===== src/rtl/ram_arbiter.sv =====
// ram_arbiter: shares one single-port RAM between an instruction-fetch
// requester (F, read-only) and a load/store data requester (D).
//
// Ports:
//   clock, clear_n                 clock and synchronous active-low reset
//   f_req/f_addr                   fetch request, held until f_ack
//   f_ack/f_rvalid/f_rdata         fetch issue pulse, response pulse, data
//   d_req/d_we/d_addr/d_wdata      data request (store when d_we=1)
//   d_ack/d_rvalid/d_rdata         data issue pulse, load response, data
//   ram_read/ram_write             RAM strobes
//   ram_address/ram_data_in        RAM address and write data
//   ram_data_out                   RAM read data, one cycle after address
//   busy                           high whenever the sequencer is not idle
//
// state   | meaning
// IDLE    | sample requests, arbitrate, latch winner
// ACCESS  | drive RAM strobe and owner's ack
// CAPTURE | RAM read data valid, latch into owner's rdata register
// RESP    | pulse owner's rvalid
module ram_arbiter #(
  parameter int ADDR_W       = 9,
  parameter int DATA_W       = 32,
  parameter int STARVE_LIMIT = 4
) (
  input  logic              clock,
  input  logic              clear_n,
  input  logic              f_req,
  input  logic [ADDR_W-1:0] f_addr,
  output logic              f_ack,
  output logic              f_rvalid,
  output logic [DATA_W-1:0] f_rdata,
  input  logic              d_req,
  input  logic              d_we,
  input  logic [ADDR_W-1:0] d_addr,
  input  logic [DATA_W-1:0] d_wdata,
  output logic              d_ack,
  output logic              d_rvalid,
  output logic [DATA_W-1:0] d_rdata,
  output logic              ram_read,
  output logic              ram_write,
  output logic [ADDR_W-1:0] ram_address,
  output logic [DATA_W-1:0] ram_data_in,
  input  logic [DATA_W-1:0] ram_data_out,
  output logic              busy
);

  typedef enum logic [1:0] {IDLE, ACCESS, CAPTURE, RESP} state_t;

  localparam logic [3:0] LIMIT = 4'(STARVE_LIMIT);

  state_t              state_q, state_d;
  logic                owner_d_q, owner_d_d;   // 1 = data requester owns the access
  logic                we_q, we_d;
  logic [ADDR_W-1:0]   addr_q, addr_d;
  logic [DATA_W-1:0]   wdata_q, wdata_d;
  logic [3:0]          starve_q, starve_d;
  logic [DATA_W-1:0]   f_rdata_q, f_rdata_d;
  logic [DATA_W-1:0]   d_rdata_q, d_rdata_d;
  logic                f_win;

  always_ff @(posedge clock) begin
    if (!clear_n) begin
      state_q   <= IDLE;
      owner_d_q <= 1'b0;
      we_q      <= 1'b0;
      addr_q    <= '0;
      wdata_q   <= '0;
      starve_q  <= '0;
      f_rdata_q <= '0;
      d_rdata_q <= '0;
    end else begin
      state_q   <= state_d;
      owner_d_q <= owner_d_d;
      we_q      <= we_d;
      addr_q    <= addr_d;
      wdata_q   <= wdata_d;
      starve_q  <= starve_d;
      f_rdata_q <= f_rdata_d;
      d_rdata_q <= d_rdata_d;
    end
  end

  always_comb begin
    state_d   = state_q;
    owner_d_d = owner_d_q;
    we_d      = we_q;
    addr_d    = addr_q;
    wdata_d   = wdata_q;
    starve_d  = starve_q;
    f_rdata_d = f_rdata_q;
    d_rdata_d = d_rdata_q;
    f_win     = 1'b0;
    f_ack     = 1'b0;
    d_ack     = 1'b0;
    f_rvalid  = 1'b0;
    d_rvalid  = 1'b0;
    ram_read  = 1'b0;
    ram_write = 1'b0;
    case (state_q)
      IDLE: begin
        if (f_req || d_req) begin
          // Fetch wins when alone, or when data has won LIMIT times in a row.
          f_win     = f_req && (!d_req || starve_q == LIMIT);
          owner_d_d = !f_win;
          addr_d    = f_win ? f_addr : d_addr;
          we_d      = !f_win && d_we;
          if (!f_win) wdata_d = d_wdata;
          if (f_win || !f_req)
            starve_d = '0;
          else if (starve_q != LIMIT)
            starve_d = starve_q + 4'd1;
          state_d = ACCESS;
        end
      end
      ACCESS: begin
        ram_write = we_q;
        ram_read  = !we_q;
        f_ack     = !owner_d_q;
        d_ack     = owner_d_q;
        state_d   = we_q ? IDLE : CAPTURE;
      end
      CAPTURE: begin
        if (owner_d_q) d_rdata_d = ram_data_out;
        else           f_rdata_d = ram_data_out;
        state_d = RESP;
      end
      RESP: begin
        f_rvalid = !owner_d_q;
        d_rvalid = owner_d_q;
        state_d  = IDLE;
      end
      default: state_d = IDLE;
    endcase
  end

  // Address and write data come straight from the latch registers; they are
  // only meaningful while a strobe is high but stay stable through CAPTURE.
  assign ram_address = addr_q;
  assign ram_data_in = wdata_q;
  assign f_rdata     = f_rdata_q;
  assign d_rdata     = d_rdata_q;
  assign busy        = (state_q != IDLE);

endmodule


===== config.mk =====
export PLATFORM = sky130hd
export DESIGN_NAME = ram_arbiter
export DESIGN_NICKNAME = d
export VERILOG_FILES = /design/src/rtl/ram_arbiter.sv
export SDC_FILE = /design/constraint.sdc
export NUM_CORES = 1
export LEC_CHECK = 0
export ABC_AREA = 1
export CELL_PAD_IN_SITES_DETAIL_PLACEMENT = 0
export CELL_PAD_IN_SITES_GLOBAL_PLACEMENT = 1
export CORE_MARGIN = 2
export CORE_UTILIZATION = 29
export DETAILED_ROUTE_END_ITERATION = 7
export PLACE_DENSITY = 0.87
export SYNTH_ARGS = -nofsm -noshare
export SYNTH_HDL_FRONTEND = slang
export SYNTH_SLANG_ARGS = --single-unit

===== constraint.sdc =====
create_clock -name clock -period 1.8 [get_ports clock]
set_input_delay 0.18 -clock clock [delete_from_list [all_inputs] [get_ports clock]]
set_output_delay 0.18 -clock clock [all_outputs]
set_load 0.02 [all_outputs]

==> metrics.cfg, run 1 <==
[synthesis]
ys_ff_latch=113
ys_seq_area_share_pct=49.4
async_reset_ff_share_pct=0
yosysTopAreaCell=dfxtp_1
synth.distinct_cells=22
synth_fp_nets=690
synth-edff-count=0
ys_top_cells_by_area=dfxtp_1 49%, a21oi_1 11%, nand2_1 10%
syn_inst=601
synth_top_area_share_pct=49.4
yosys_warnings=0
synth_area_um2=4580
avgSynthCellArea_um2=7.62
synthFlopType=dfxtp_1

[detailed_routing]
num_vias=4604
wl_mm=14.2
vias_per_cell=4.57
wl_per_cell_um=14.1
firstDrtPassIters=4
drt_iter0_drc=203
drc_errors=0
drtAntennaViolNets=0

[critical_path]
path_class=flip-flop to output port
worstPathCellList=inv_2, nor3_1, dlygate4sd2_1
crit_family=buffers and inverters
required_ns=1.62
cp_max_fo=5
endpoint_kind=output port
crit_arrival_ns=1.55
slowest_stage=dfxtp_1
crit_path_start_kind=flip-flop
cp_num_buf_inv=2
slowest_delay_ns=0.46

[clock_tree]
holdBufCountCts=0
cts_tree=done
cts_max_path_buffers=2
clock_latency_ns=0.42
path_clk_slew_ns=0.06
cts.sinks=113
numCtsBuffers=17
cts_setup_buffers=0
cts_root_buf=clkbuf_16
h-tree-depth=4

[power]
irDropWorstVdd_uv=645
power.density_nw_per_um2=1030
p_leak_nw=2.77

[cells_and_area]
layout_common_cells=191 x clkdlybuf4s50_1, 125 x nand2_1, 113 x dfxtp_1
multiInputGateArea_um2=1980
insertedDiodeCount=0
drive_above_1_share_pct=7.41
area_growth_pct=60.1
fill_cells=1544
nets=872
layout_commonest_cell=clkdlybuf4s50_1
regArea_um2=2260

[global_route]
grt_max_degree=66
grt_pass1_vias=4284
antenna_found_initial=0
grt_usage_pct=17.0
grt-ovfl-total=0
grt_pass1_wl_mm=22.1

[placed_design]
gp_congestion=0.755
io_buffer_count=198
dp_hpwl_mm=9.50
pre_cts_slack_ns=0.0924

[sta]
timing.fmax_mhz=579
rsz0062_at_grt=yes
setup_viol=0
report.final.slew_viol_count=0
clock_skew_ns=0.00981
fin_crit_ns=1.73
worst_pin_slew_ns=0.402
fin_hold_ws_ns=0.348
period_share_pct=95.9
hold_violations=0
finalWorstSetupSlack_ns=0.0736
slew_headroom_pct=73.2

[floorplanning]
start_util_pct=29.9
boundaryPins=199
die-area_um2=16800
rows=45
fp.dieW_um=130
die_h_um=130
core_um2=15300

[hold_path]
min_path_type=input pin to flip-flop

[status]
status=finished, final reports clean

[flow_run]
max_cap_viol_count=0

==> area by class of cell <==
type / count / area share, %
flip-flops and latches: 113 / 30.9
repair buffers: 214 / 29.5
multi-input cells: 417 / 27.1
clock buffers: 17 / 5.80
well taps: 211 / 3.60
clock inverters: 15 / 2.17
inverters: 20 / 1.02
==> metal layers <==
metal / up-vias / GRT usage, % / wire length, um
met5: - / 0 / 0
met4: 0 / 6.07 / 180
met3: 13 / 8.79 / 1740
met2: 189 / 26.1 / 6120
met1: 2054 / 20.2 / 6180
li1: 2348 / - / -
==> worst reg2reg max path: cells and delay by family (launching register included) <==
family | cells | cell delay [ns]
adders and majority gates | 1 | 0.20
DFF | 1 | 0.35
buffers and inverters | 2 | 0.28
and+or+nand+nor | 6 | 0.57
==> power by group <==
group	leakage, nW	switching [mW]	internal, mW
combinational	1.57	0.764	0.664
clock	0.280	1.27	2.05
sequential	0.923	0.0953	2.67
==> Yosys cell counts, types with 2 or more instances <==
cell type,n
nand2_1,127
dfxtp_1,113
a21oi_1,98
nand3_1,85
nor2_1,61
nand3b_1,32
buf_2,25
clkbuf_1,17
inv_1,17
buf_6,5
buf_1,3
inv_2,3
xor2_1,3
ha_1,2
nor2_4,2
nor3_1,2
==> cell families after synthesis <==
family,Yosys count,share of synthesized area [%]
XOR/XNOR,3,0.574
AND/OR/NAND/NOR,310,30.8
AO/OA/AOI/OAI,102,11.3
flip-flops,113,49.4
buffers and inverters,71,7.41
adder cells (fa/ha/maj),2,0.547
==> repair_timing <==
item	4_1_cts	5_1_grt
pin swaps	0	0
setup endpoints to repair	7	4
resized for setup	9	3
gates cloned	0	0
==> state kept, by name (all words and copies together), names as in the netlist, named ones only <==
register and flops:
d_rdata 32, f_rdata 32, owner_d_q 1, ram_address 9, ram_data_in 32, starve_q 4, state_q 1, we_q 1
==> worst paths after layout <==
check | start | depth (start not counted) | to | slack, ns
min | d_we | 3 | we_q | 0.35
min reg2reg | f_rdata[13] | 2 | f_rdata[13] | 0.46
max reg2reg | starve_q[0] | 9 | ram_data_in[2] | 0.30
max | state_q[0] | 3 | f_rvalid | 0.07
==> per-stage QoR <==
step | setup TNS, ns | utilization, % | power [mW] | instance area (um^2) | cells
finish | 0 | 47.9 | 7.52 | 7330 | 1007
global route | -0.00124 | 47.9 | 7.87 | 7330 | 1007
CTS | 0 | 47.8 | 7.61 | 7320 | 1007
detailed placement | 0 | 44.0 | 4.26 | 6750 | 975
global placement | 0 | 44.0 | 4.26 | 6750 | 975
floorplan | 0 | - | 3.59 | 4580 | 601
No activity file was read; power rests on OpenSTA's default activity.
==> run 2, diff against run 1 <==
--- a/config.mk
+++ b/config.mk
@@ -12,6 +12,7 @@
 export CORE_UTILIZATION = 29
 export DETAILED_ROUTE_END_ITERATION = 7
 export PLACE_DENSITY = 0.87
+export REMOVE_ABC_BUFFERS = 1
 export SYNTH_ARGS = -nofsm -noshare
 export SYNTH_HDL_FRONTEND = slang
 export SYNTH_SLANG_ARGS = --single-unit
==> run 2 against run 1 <==
Cell count is 0.30% higher. Routed wire length is 0.77% lower. Combinational power is essentially flat. Total power rose by 5.9%. Sequential cell count did not move. Clock-buffer cell count is 2 higher. Utilization up 0.78 points. Sequential share of layout area down 0.48 points.
==> metrics.cfg, run 2 (synthesis results as in run 1) <==
[global_route]
grt_max_degree=65
grt-ovfl-total=0
grt_usage_pct=16.6
grt_pass1_wl_mm=22.1
antenna_found_initial=0
grt_pass1_vias=4339

[clock_tree]
numCtsBuffers=17
cts_root_buf=clkbuf_16
cts_max_path_buffers=2
h-tree-depth=4
cts.sinks=113
clock_latency_ns=0.41
cts_setup_buffers=0
path_clk_slew_ns=0.05
holdBufCountCts=0
cts_tree=done

[power]
intPower_mw=5.88
p_comb_share_pct=18.2
pwr-share-clk_pct=47.0
power.switching_mw=2.08
p_leak_nw=2.84
seqPwrFrac_pct=34.8
sw_frac_of_total_pct=26.1
power.density_nw_per_um2=1070
finalPower_mw=7.96
irDropWorstVdd_uv=590

[hold_path]
holdCritStartpoint=ram_data_out[8]
min_path_type=input pin to flip-flop

[sta]
finalWorstSetupSlack_ns=0.188
timing.setup.tns_ns=0
hold_violations=0
fin_hold_ws_ns=0.383
clock_skew_ns=0.00811
rsz0062_at_grt=no
period_share_pct=89.5
setup_viol=0
timing.fmax_mhz=621
worst_pin_slew_ns=0.405
slew_headroom_pct=73.0
report.final.slew_viol_count=0
fin_crit_ns=1.61

[detailed_routing]
drc_errors=0
drtAntennaViolNets=0
firstDrtPassIters=5
vias_per_cell=4.58
wl_per_cell_um=14.0
drt_iter0_drc=259
wl_mm=14.1
num_vias=4622

[cells_and_area]
layout_commonest_cell=clkdlybuf4s50_1
fill_cells=1530
insertedDiodeCount=0
nets=875
fin_util_pct=48.6
drive_above_1_share_pct=7.51
area_growth_pct=62.7
layout_common_cells=191 x clkdlybuf4s50_1, 126 x nand2_1, 112 x dfxtp_1

[status]
status=finished, final reports clean

[critical_path]
r2r-start=starve_q[0]
slowest_stage=dlygate4sd2_1
timing.rr.end=ram_data_in[28]
crit_arrival_ns=1.43
path_class=flip-flop to output port
slowest_delay_ns=0.34
endpoint=ram_read
endpoint_kind=output port
worstPathCellList=inv_2, nand2_1, nor2_1, dlygate4sd2_1
ff2ff_setup_slack_ns=0.26
required_ns=1.62
crit_path_start_kind=flip-flop
reg2reg_depth=9
cp_max_fo=6

[floorplanning]
boundaryPins=199
core_um2=15300
die_h_um=130
rows=45
fp.dieW_um=130
die-area_um2=16800
start_util_pct=29.9

[placed_design]
gp_congestion=0.725
dp_hpwl_mm=9.32
pre_cts_slack_ns=0.186
io_buffer_count=198

[flow_run]
max_cap_viol_count=0

-- run 2: cell types whose count changed in the layout (fill, tap and decap cells not counted), sizes merged --
cell           delta
buf               +3
clkinv            -4
clkbuf            +2
inv               -2
dlygate4sd2       +1
bufinv            +3
clkinvlp          +1
clkdlybuf4s15     -2
dlymetal6s2s      +1
-- run 2: worst min path at each step --
| stage | cells past startpoint | slack, ns | to |
|---|---|---|---|
| 2_1_floorplan | 1 | 0.30 | flip-flop |
| 3_3_place_gp | 2 | 0.45 | d_rdata[28] |
| 3_5_place_dp | 2 | 0.45 | d_rdata[19] |
| 4_1_cts | 3 | 0.36 | f_rdata[26] |
| 5_1_grt | 3 | 0.38 | d_rdata[21] |
| 6_report | 3 | 0.38 | d_rdata[8] |
-- run 2: what timing repair did --
action,CTS,global route
endpoints found under the hold margin,0,0
resized for setup,7,1
setup endpoints to repair,7,1
-- run 2: area by class of cell --
| class | count | area [um^2] | area share (%) |
|---|---|---|---|
| clock buffer | 19 | 453 | 6.08 |
| clock inverter | 13 | 208 | 2.79 |
| inverter | 20 | 75.1 | 1.01 |
| multi-input combinational | 417 | 1980 | 26.6 |
| sequential | 113 | 2260 | 30.4 |
| tap | 211 | 264 | 3.54 |
| timing repair buffer | 217 | 2210 | 29.6 |
-- run 2: stage by stage --
step                      std cells  area (um^2)
after floorplan                 550         4310
after global placement          978         6790
after detailed placement        978         6790
after CTS                      1010         7450
after global routing           1010         7450
final                          1010         7450
-- run 2: metal layers --
metal	up-vias	share of wire, %	track usage, %
li1	2354	-	-
met3	9	10	7.51
met5	-	0	0
met2	185	44	25.6
met4	0	0.83	4.93
met1	2074	46	21.0
-- run 2: power groups by stage --
stage               registers, mW  logic [mW]  clock network [mW]
floorplan                    3.01       0.487                   0
global placement             2.82        1.46                   0
detailed placement           2.82        1.46                   0
CTS                          2.77        1.46                3.84
global route                 2.79        1.59                3.94
finish                       2.77        1.45                3.74
-- run 2: critical path, delay by kind of cell, from the launching register on --
kind / cells / cell delay, ns
buf+inv: 2 / 0.46
flops: 1 / 0.31
simple gates: 2 / 0.25
